**src/rtl/uart_arb_pkg.sv**
```systemverilog
// Shared types and constants for the UART TX arbiter.
// State encoding and default handshake timeout.
package uart_arb_pkg;

  localparam int STATE_W    = 2;
  localparam int ACK_TO_DEF = 15;

  typedef enum logic [STATE_W-1:0] {
    S_IDLE  = 2'd0,
    S_ISSUE = 2'd1,
    S_WAIT  = 2'd2
  } arb_state_t;

endpackage

```
**src/rtl/uart_tx_arbiter_rr_pick.sv**
```systemverilog
// Round-robin picker: first set req bit after ptr, wrapping at NREQ-1.
// Purely combinational.
module rr_pick #(
  parameter int NREQ = 4,
  parameter int IDXW = 2
)(
  input  logic [NREQ-1:0] req,
  input  logic [IDXW-1:0] ptr,
  output logic            valid,
  output logic [IDXW-1:0] idx
);

  logic [IDXW-1:0] w_j;

  always_comb begin
    valid = 1'b0;
    idx   = '0;
    w_j   = ptr;
    for (int k = 0; k < NREQ; k++) begin
      w_j = (w_j == IDXW'(NREQ - 1)) ? '0 : w_j + 1'b1;
      if (!valid && req[w_j]) begin
        valid = 1'b1;
        idx   = w_j;
      end
    end
  end

endmodule

```
**src/rtl/uart_tx_arbiter.sv**
```systemverilog
// Round-robin arbiter sharing one UART transmitter among NREQ producers.
// Optional UART_ARB_LOCK_EN adds a lock input for multi-byte bursts.
module uart_tx_arbiter
  import uart_arb_pkg::*;
#(
  parameter int N      = 8,
  parameter int NREQ   = 4,
  parameter int IDXW   = 2,
  parameter int ACK_TO = ACK_TO_DEF
)(
  input  logic              clk,
  input  logic              nrst,
  input  logic [NREQ-1:0]   req,
  input  logic [NREQ*N-1:0] req_data,
`ifdef UART_ARB_LOCK_EN
  input  logic [NREQ-1:0]   lock,
`endif
  output logic [NREQ-1:0]   gnt,
  output logic              tx_start,
  output logic [N-1:0]      tx_data,
  input  logic              tx_ready,
  output logic              busy,
  output logic [IDXW-1:0]   owner,
  output logic              err_to
);

  localparam logic [7:0] TO_LAST = 8'(ACK_TO - 1);

  arb_state_t      r_state;
  logic [NREQ-1:0] r_gnt;
  logic            r_start;
  logic [N-1:0]    r_data;
  logic [IDXW-1:0] r_owner;
  logic [IDXW-1:0] r_ptr;
  logic [7:0]      r_cnt;
  logic            r_err;

  logic            w_rr_vld;
  logic [IDXW-1:0] w_rr_idx;
  logic            w_win_vld;
  logic [IDXW-1:0] w_win_idx;

  rr_pick #(.NREQ(NREQ), .IDXW(IDXW)) u_rr (
    .req   (req),
    .ptr   (r_ptr),
    .valid (w_rr_vld),
    .idx   (w_rr_idx)
  );

`ifdef UART_ARB_LOCK_EN
  logic [NREQ-1:0] w_own_mask;
  logic            w_lk_vld;
  logic [IDXW-1:0] w_lk_idx;

  assign w_own_mask = NREQ'(1) << r_owner;

  // Searching from owner with only owner's bit visible yields owner itself.
  rr_pick #(.NREQ(NREQ), .IDXW(IDXW)) u_lk (
    .req   (req & lock & w_own_mask),
    .ptr   (r_owner),
    .valid (w_lk_vld),
    .idx   (w_lk_idx)
  );

  assign w_win_vld = w_lk_vld | w_rr_vld;
  assign w_win_idx = w_lk_vld ? w_lk_idx : w_rr_idx;
`else
  assign w_win_vld = w_rr_vld;
  assign w_win_idx = w_rr_idx;
`endif

  always_ff @(posedge clk or negedge nrst) begin
    if (!nrst) begin
      r_state <= S_IDLE;
      r_gnt   <= '0;
      r_start <= 1'b0;
      r_data  <= '0;
      r_owner <= '0;
      r_ptr   <= IDXW'(NREQ - 1);
      r_cnt   <= '0;
      r_err   <= 1'b0;
    end else begin
      r_gnt <= '0;
      r_err <= 1'b0;
      unique case (r_state)
        S_IDLE: begin
          if (tx_ready && w_win_vld) begin
            r_data  <= req_data[int'(w_win_idx)*N +: N];
            r_gnt   <= NREQ'(1) << w_win_idx;
            r_start <= 1'b1;
            r_owner <= w_win_idx;
            r_ptr   <= w_win_idx;
            r_cnt   <= '0;
            r_state <= S_ISSUE;
          end
        end
        S_ISSUE: begin
          if (!tx_ready) begin
            r_start <= 1'b0;
            r_cnt   <= '0;
            r_state <= S_WAIT;
          end else if (r_cnt == TO_LAST) begin
            // Transmitter never took the word: drop it.
            r_start <= 1'b0;
            r_err   <= 1'b1;
            r_cnt   <= '0;
            r_state <= S_IDLE;
          end else begin
            r_cnt <= r_cnt + 8'd1;
          end
        end
        S_WAIT: begin
          if (tx_ready) r_state <= S_IDLE;
        end
        default: r_state <= S_IDLE;
      endcase
    end
  end

  assign gnt      = r_gnt;
  assign tx_start = r_start;
  assign tx_data  = r_data;
  assign busy     = (r_state != S_IDLE);
  assign owner    = r_owner;
  assign err_to   = r_err;

endmodule
```
**config.mk**
```make
export PLATFORM = sky130hd
export DESIGN_NAME = uart_tx_arbiter
export DESIGN_NICKNAME = d
export VERILOG_FILES = /design/src/rtl/uart_arb_pkg.sv /design/src/rtl/uart_tx_arbiter_rr_pick.sv /design/src/rtl/uart_tx_arbiter.sv
export SDC_FILE = /design/constraint.sdc
export NUM_CORES = 1
export LEC_CHECK = 0
export ABC_CLOCK_PERIOD_IN_PS = 5950
export CAP_MARGIN = 20
export CORE_MARGIN = 8
export CORE_UTILIZATION = 30
export CTS_CLUSTER_DIAMETER = 200
export CTS_CLUSTER_SIZE = 24
export DETAILED_ROUTE_END_ITERATION = 10
export HOLD_SLACK_MARGIN = 0.08
export PLACE_DENSITY_LB_ADDON = 0.25
export REMOVE_ABC_BUFFERS = 1
export SLEW_MARGIN = 20
export SYNTH_ARGS = -nofsm -noshare
export SYNTH_HDL_FRONTEND = slang
export SYNTH_HIERARCHICAL = 1
export SYNTH_SLANG_ARGS = --single-unit
```
**constraint.sdc**
```tcl
create_clock -name clk -period 5.95 [get_ports clk]
set_clock_uncertainty 0.2 [all_clocks]
set_input_delay 0.8925 -clock clk [delete_from_list [all_inputs] [get_ports clk]]
set_output_delay 0.8925 -clock clk [all_outputs]
set_load 0.03 [all_outputs]
```
After elaboration in Yosys (flattened, before gate mapping) --
Cells that the tools add are included.
Storage, ports and cells: register bits 28, output and inout port bits 17, logic and storage cells 81
Cells by class: add/subtract/negate cells 5, order comparisons 4, equality and inequality tests 10, shift-type cells 2, multiplexer cells 38, reduce and logical (&&, ||, !) cells 14
Operators by type and width (number):
- 32-bit by 6-bit variable part select with 8-bit output | 1
- 2-bit two-way mux | 12
- 8-bit two-way mux | 3
- 8-bit one-hot mux with 2 select lines | 1
- 1-bit two-way mux | 14
- 2-bit by 3-bit < comparator with 1-bit output, second input constant | 4
- 2-bit == test, second input constant | 5
- 2-bit by 1-bit adder with 2-bit output, second input constant | 4
- 8-bit by 1-bit adder with 8-bit output, second input constant | 1
- 1-bit binary-select mux with 2-bit select | 4
- 8-bit by 4-bit == test with 1-bit output, second input constant | 1
- 4-bit two-way mux | 2
- 2-bit one-hot mux with 3 select lines | 1
- 3-bit AND reduction | 2
- 1-bit logical AND | 4
- 2-bit != test, second input constant | 2
- 2-bit AND reduction | 2
- 2-bit nonzero test | 2
- 1-bit by 2-bit << shifter with 4-bit output, first input constant | 1
- 1-bit zero test | 3
- 3-bit != test, second input constant | 1
- 2-bit by 1-bit == test with 1-bit output, second input constant | 1
- 2-bit zero test | 1
- 1-bit one-hot mux with 2 select lines | 1

Logic depth before layout (Yosys ltp) --
depth after elaboration 17, gate-level depth with buffers 8, mapped depth without buffers 7

Modules after synthesis --
Netlist, hierarchy kept.
Modules (own cells, without submodules):
- uart_tx_arbiter | instances 1, cells an instance 125, area each 1387.6 um2
- rr_pick | instances 1, cells an instance 15, area each 107.6 um2

Worst setup path after synthesis --
No wires, ideal clock.
kind input-to-reg, from in req[0], to reg r_data[0] (netlist: tx_data[0]), data arrival time 2.380 ns, path slack 3.253 ns, cell stages on the path 7, buffers on the path 1, cells stage by stage o21ai_1 -> a21oi_1 -> nor3_1 -> buf_2 -> mux4_2 -> nand2_1 -> nand2_1
On the way: elaborated cells between the ends (all ways) 25, those cells by class shift (1); mux (16); reduce/logical (8)
RTL lines:
- start, declared | line uart_tx_arbiter.sv:13 | input logic [NREQ-1:0] req,
- 1-bit binary-select mux with 2-bit select | line uart_tx_arbiter_rr_pick.sv:21 | if (!valid && req[w_j]) begin
- 1-bit two-way mux (implied by the code) | line uart_tx_arbiter_rr_pick.sv:21
- 1-bit two-way mux | line uart_tx_arbiter_rr_pick.sv:21
- 1-bit zero test | line uart_tx_arbiter_rr_pick.sv:21
- 1-bit logical AND | line uart_tx_arbiter_rr_pick.sv:21
- 1-bit two-way mux | line uart_tx_arbiter_rr_pick.sv:21
- 1-bit zero test | line uart_tx_arbiter_rr_pick.sv:21
- 1-bit logical AND | line uart_tx_arbiter_rr_pick.sv:21
- 1-bit two-way mux | line uart_tx_arbiter_rr_pick.sv:21
- 1-bit zero test | line uart_tx_arbiter_rr_pick.sv:21
- 1-bit logical AND | line uart_tx_arbiter_rr_pick.sv:21
- 2-bit two-way mux * | line uart_tx_arbiter_rr_pick.sv:21
- named net w_rr_idx[0] | line uart_tx_arbiter.sv:39 | logic [IDXW-1:0] w_rr_idx;
- 32-bit by 6-bit variable part select with 8-bit output * | line uart_tx_arbiter.sv:88 | r_data <= req_data[int'(w_win_idx)*N +: N];
- end signal, assigned | line uart_tx_arbiter.sv:88
- end, declared | line uart_tx_arbiter.sv:32 | logic [N-1:0] r_data;
Mark *: on every way through the listed nets, which the timed path passes. The rest lies on a longest branch. The select of a mux whose other input is x is not followed. A chain may end at the register's enable or synchronous reset.

Worst setup path after layout --
from reg r_state[1], to out busy
On the way: cells in the longest elaborated chain, start to end 1
Ends and longest elaborated chain:
- start, declared | line uart_tx_arbiter.sv:29 | arb_state_t r_state;
- start signal, assigned | line uart_tx_arbiter.sv:74 | r_state <= S_IDLE;
- start signal, assigned | line uart_tx_arbiter.sv:94 | r_state <= S_ISSUE;
- start signal, assigned | line uart_tx_arbiter.sv:101 | r_state <= S_WAIT;
- 2-bit nonzero test | line uart_tx_arbiter.sv:123 | assign busy = (r_state != S_IDLE);
- end, declared | line uart_tx_arbiter.sv:22 | output logic busy,
No other way between the ends.

==> results.md <==
Setup path:
- The kind of start point of the critical path is a flip-flop.
- The start point of the critical path is r_state[1].
- Traced cell by cell, the critical path runs through nor2_1 > inv_1 > clkdlybuf4s50_1.
- The kind of critical path is flip-flop to output pin.
- Counting cells, the worst reg-to-reg path comes to 8.
- The maximum fanout encountered on the critical timing path is 11.
- The register-to-register setup slack is 3.53 ns.
- The largest single stage delay on the critical path is between 0.6 and 0.7 ns.
- Among all stages on the critical path, the largest delay is contributed by sky130_fd_sc_hd__clkdlybuf4s50_1.
- STA classifies the critical path endpoint as an output pin.
- The startpoint of the worst-slack reg-to-reg timing path is r_ptr[0].
- The worst register-to-register path ends at tx_data[7].
- The arrival time of the worst setup path is 1.72 ns.
- STA puts the critical path data required time at just under 5 ns.
- The most critical setup path has its endpoint at busy.

Power:
- The worst-case IR drop observed on VDD is 206 µV.
- Summed over all cells, the static leakage comes to roughly 0.93 nW.
- The power density over the cells is between 400 and 500 mW/mm².

STA:
- Setup repair after global routing left no endpoint under its margin.
- In the finished design, the share of the clock period the worst path needs comes to 47.3%.
- The achievable clock frequency is 355 MHz.
- The count of endpoints failing setup in the final report is 0.
- The number of max-slew violations in the final report is 0.
- The max-slew headroom at the worst pin is 59.8%.
- Across all setup checks in the final design, the least slack found is 3.14 ns.
- The routed design could run at a clock period as short as about 2.8 ns.
- The slew at the pin closest to its max-slew limit is 0.601 ns.
- The total negative setup slack is 0 ns.
- The count of final hold-check violations is 0.

Drt:
- The final route contains about 1200 vias.
- The detailed router finished its first iteration with 72 violations.
- After detailed routing, the number of remaining DRC violations is 0.
- In the routed layout, each cell is associated on average with a via count of 4.60.
- After detailed routing, the average wire length per cell comes to between 10 and 15 µm.
- The total iterations of the first detailed-routing run is 4.
- In this run the remaining antenna-violating nets after routing total 0.
- For this block, the routed nets add up to 3.74 mm of wire.

Clock network:
- Post-CTS timing repair inserted 0 buffers for setup.
- The clock latency on the worst-skew pair is 0.28 ns.
- The maximum buffer depth of the clock tree is 2.
- The quantity of gates resized following cts is 0.
- The clock input transition at the sequential cells of the worst setup and hold paths is approximately 0.11 ns.
- TritonCTS built the clock tree.
- The number of hold buffers added after CTS was 0.
- Counting the buffers created by CTS gives 3.
- CTS built an H-tree with a depth of 1.
- The buffer type at the clock tree root is sky130_fd_sc_hd__clkbuf_8.
- The total clock sinks is 28.

Global routing:
- Global routing used around a tenth of the available tracks across all layers.
- The first global-routing pass estimated 6.16 mm of wire.
- The number of antenna violations at the first check in global routing was 0.
- The leftover overflow at the end of global routing is 0.
- Entering global routing, the biggest net connects 29 pins.
- The via count of the first global-routing pass is roughly 1300.

Hold path:
- The min-delay analysis places its worst path in the category flip-flop to flip-flop.
- The worst hold path begins at r_ptr[1].

Placement:
- The setup slack after placement is 2.93 ns.
- The post-DP HPWL is approximately 2.8 mm.
- Including well taps, the total number of placed cells is 260.
- Input and output buffers added on the ports amount to 55.
- The final weighted congestion in routability-driven placement is 0.791.

Yosys:
- The number of flops mapped to enable cells by yosys is 0.
- The share of synthesized flip-flops with an asynchronous set or reset is 100%.
- The portion of the post-synthesis area used by sequential elements is 47.0%.
- During synthesis, Yosys emitted a total of 6 warnings.
- In the synthesized netlist, the number of instances is 140.
- The synthesized area per cell is 10.7 µm².
- The number of synthesized register bits is 28.
- The netlist uses 31 different library cells.
- Among all flip-flop cells after synthesis, the most frequent one is sky130_fd_sc_hd__dfrtp_1.
- The summed instance area of the synthesized netlist is 0.00150 mm².

Floorplanning:
- The area of the die is 0.00750 mm².
- The initialized floorplan defines 25 standard-cell rows.
- In this run the count of I/O pins placed on the die edge is 56.
- The area of the core region is 0.00475 mm².
- The width of the die is 86.6 µm.
- The die is 86.6 µm tall.
- The starting density of the core is a little under a third.

Cells and area:
- For this run, the post-layout net count is 240.
- Leaving out filler cells and counting taps, the final layout contains 264.
- The relative area change from synthesis to final layout is 47.0%.
- The post-layout utilization of the core is 46.2%.
- The fraction of final layout cells with drive strength greater than 1 is 13.2%.
- The repair_antennas step left the layout with diodes totalling 0.

Job:
- The tool flagged a number of max-cap violations equal to 0.

Status:
- The run finished with clean final reports.
worst min-delay path by stage:
| stage | slack [ns] | endpoint | depth (start not counted) |
|---|---|---|---|
| floorplan | 0.24 | r_ptr[1] | 2 |
| global placement | 0.25 | r_ptr[1] | 2 |
| detailed placement | 0.26 | r_ptr[1] | 2 |
| CTS | 0.27 | r_ptr[1] | 2 |
| global route | 0.29 | r_ptr[1] | 2 |
| finish | 0.27 | r_ptr[1] | 2 |
where the power goes:
| part | total [mW] | internal [mW] | switching, mW |
|---|---|---|---|
| clock network | 0.153 | 0.0902 | 0.0628 |
| logic | 0.518 | 0.240 | 0.278 |
| registers | 0.308 | 0.256 | 0.0515 |
| total | 0.978 | 0.586 | 0.392 |
cells by family after synthesis:
family	synth area share [%]
AND/OR/NAND/NOR	24.0
flip-flops	47.0
AO/OA/AOI/OAI	7.53
buffers and inverters	2.76
multiplexers	12.1
XOR/XNOR	4.10
adder cells (fa/ha/maj)	2.51
state kept, by name, summed over array words and instances (netlist names):
register	count
err_to	1
r_ptr	2
r_cnt	8
gnt	4
tx_start	1
owner	2
tx_data	8
r_state	2
synthesized netlist by cell type (2+ instances only):
master                     count  area [µm²]
sky130_fd_sc_hd__ha_1          3        37.5
sky130_fd_sc_hd__nand3b_1      2        15.0
sky130_fd_sc_hd__nand2_1      39         146
sky130_fd_sc_hd__nand4b_1      2        17.5
sky130_fd_sc_hd__mux4_2        8         180
sky130_fd_sc_hd__xnor2_1       7        61.3
sky130_fd_sc_hd__and3_1        2        12.5
sky130_fd_sc_hd__o21ai_0       4        20.0
sky130_fd_sc_hd__dfstp_2       2        52.6
sky130_fd_sc_hd__nor3_1        7        35.0
sky130_fd_sc_hd__nor2_1       12        45.0
sky130_fd_sc_hd__inv_1         3        11.3
sky130_fd_sc_hd__a21oi_1       3        15.0
sky130_fd_sc_hd__buf_2         3        15.0
sky130_fd_sc_hd__dfrtp_1      26         651
sky130_fd_sc_hd__nand3_1       2        10.0
through the flow:
stage / instance area (µm²) / total power, mW / hold WS [ns]
floorplan: 1470 / 0.638 / 0.241
global placement: 2130 / 0.832 / 0.254
detailed placement: 2130 / 0.835 / 0.259
CTS: 2200 / 0.990 / 0.272
global route: 2200 / 1.05 / 0.293
finish: 2200 / 0.978 / 0.272
placed cells by master (no fill, tap or decap), drive strengths merged, types with 3 or more instances in the layout:
cell type / count
clkdlybuf4s50: 55
nand2: 40
dfrtp: 26
nor2: 12
mux4: 8
xnor2: 7
nor3: 7
o21ai: 5
a21oi: 4
inv: 3
ha: 3
clkbuf: 3
buf: 3
critical path: cells and delay by family, from the launching register on:
family	cells	cell delay, ns
AND/OR/NAND/NOR	1	0.12
flip-flops	1	0.59
buffers and inverters	2	0.73
cell type report:
class                   instances  area (µm²)
multi-input cells             104         756
fillers                       462        2560
clock buffers                   3        41.3
clock inverters                 1        30.0
inverters                       3        11.3
well taps                      67        83.8
flip-flops and latches         28         703
repair buffers                 58         573
per-layer routing:
metal	vias up	part of all wire (%)	GRT usage [%]
li1	595	-	-
met1	579	43	12.0
met2	37	47	16.9
met3	4	8.6	4.25
met4	0	0.91	3.29
met5	-	0	0
Note: power is estimated with default switching activity, not from simulation.
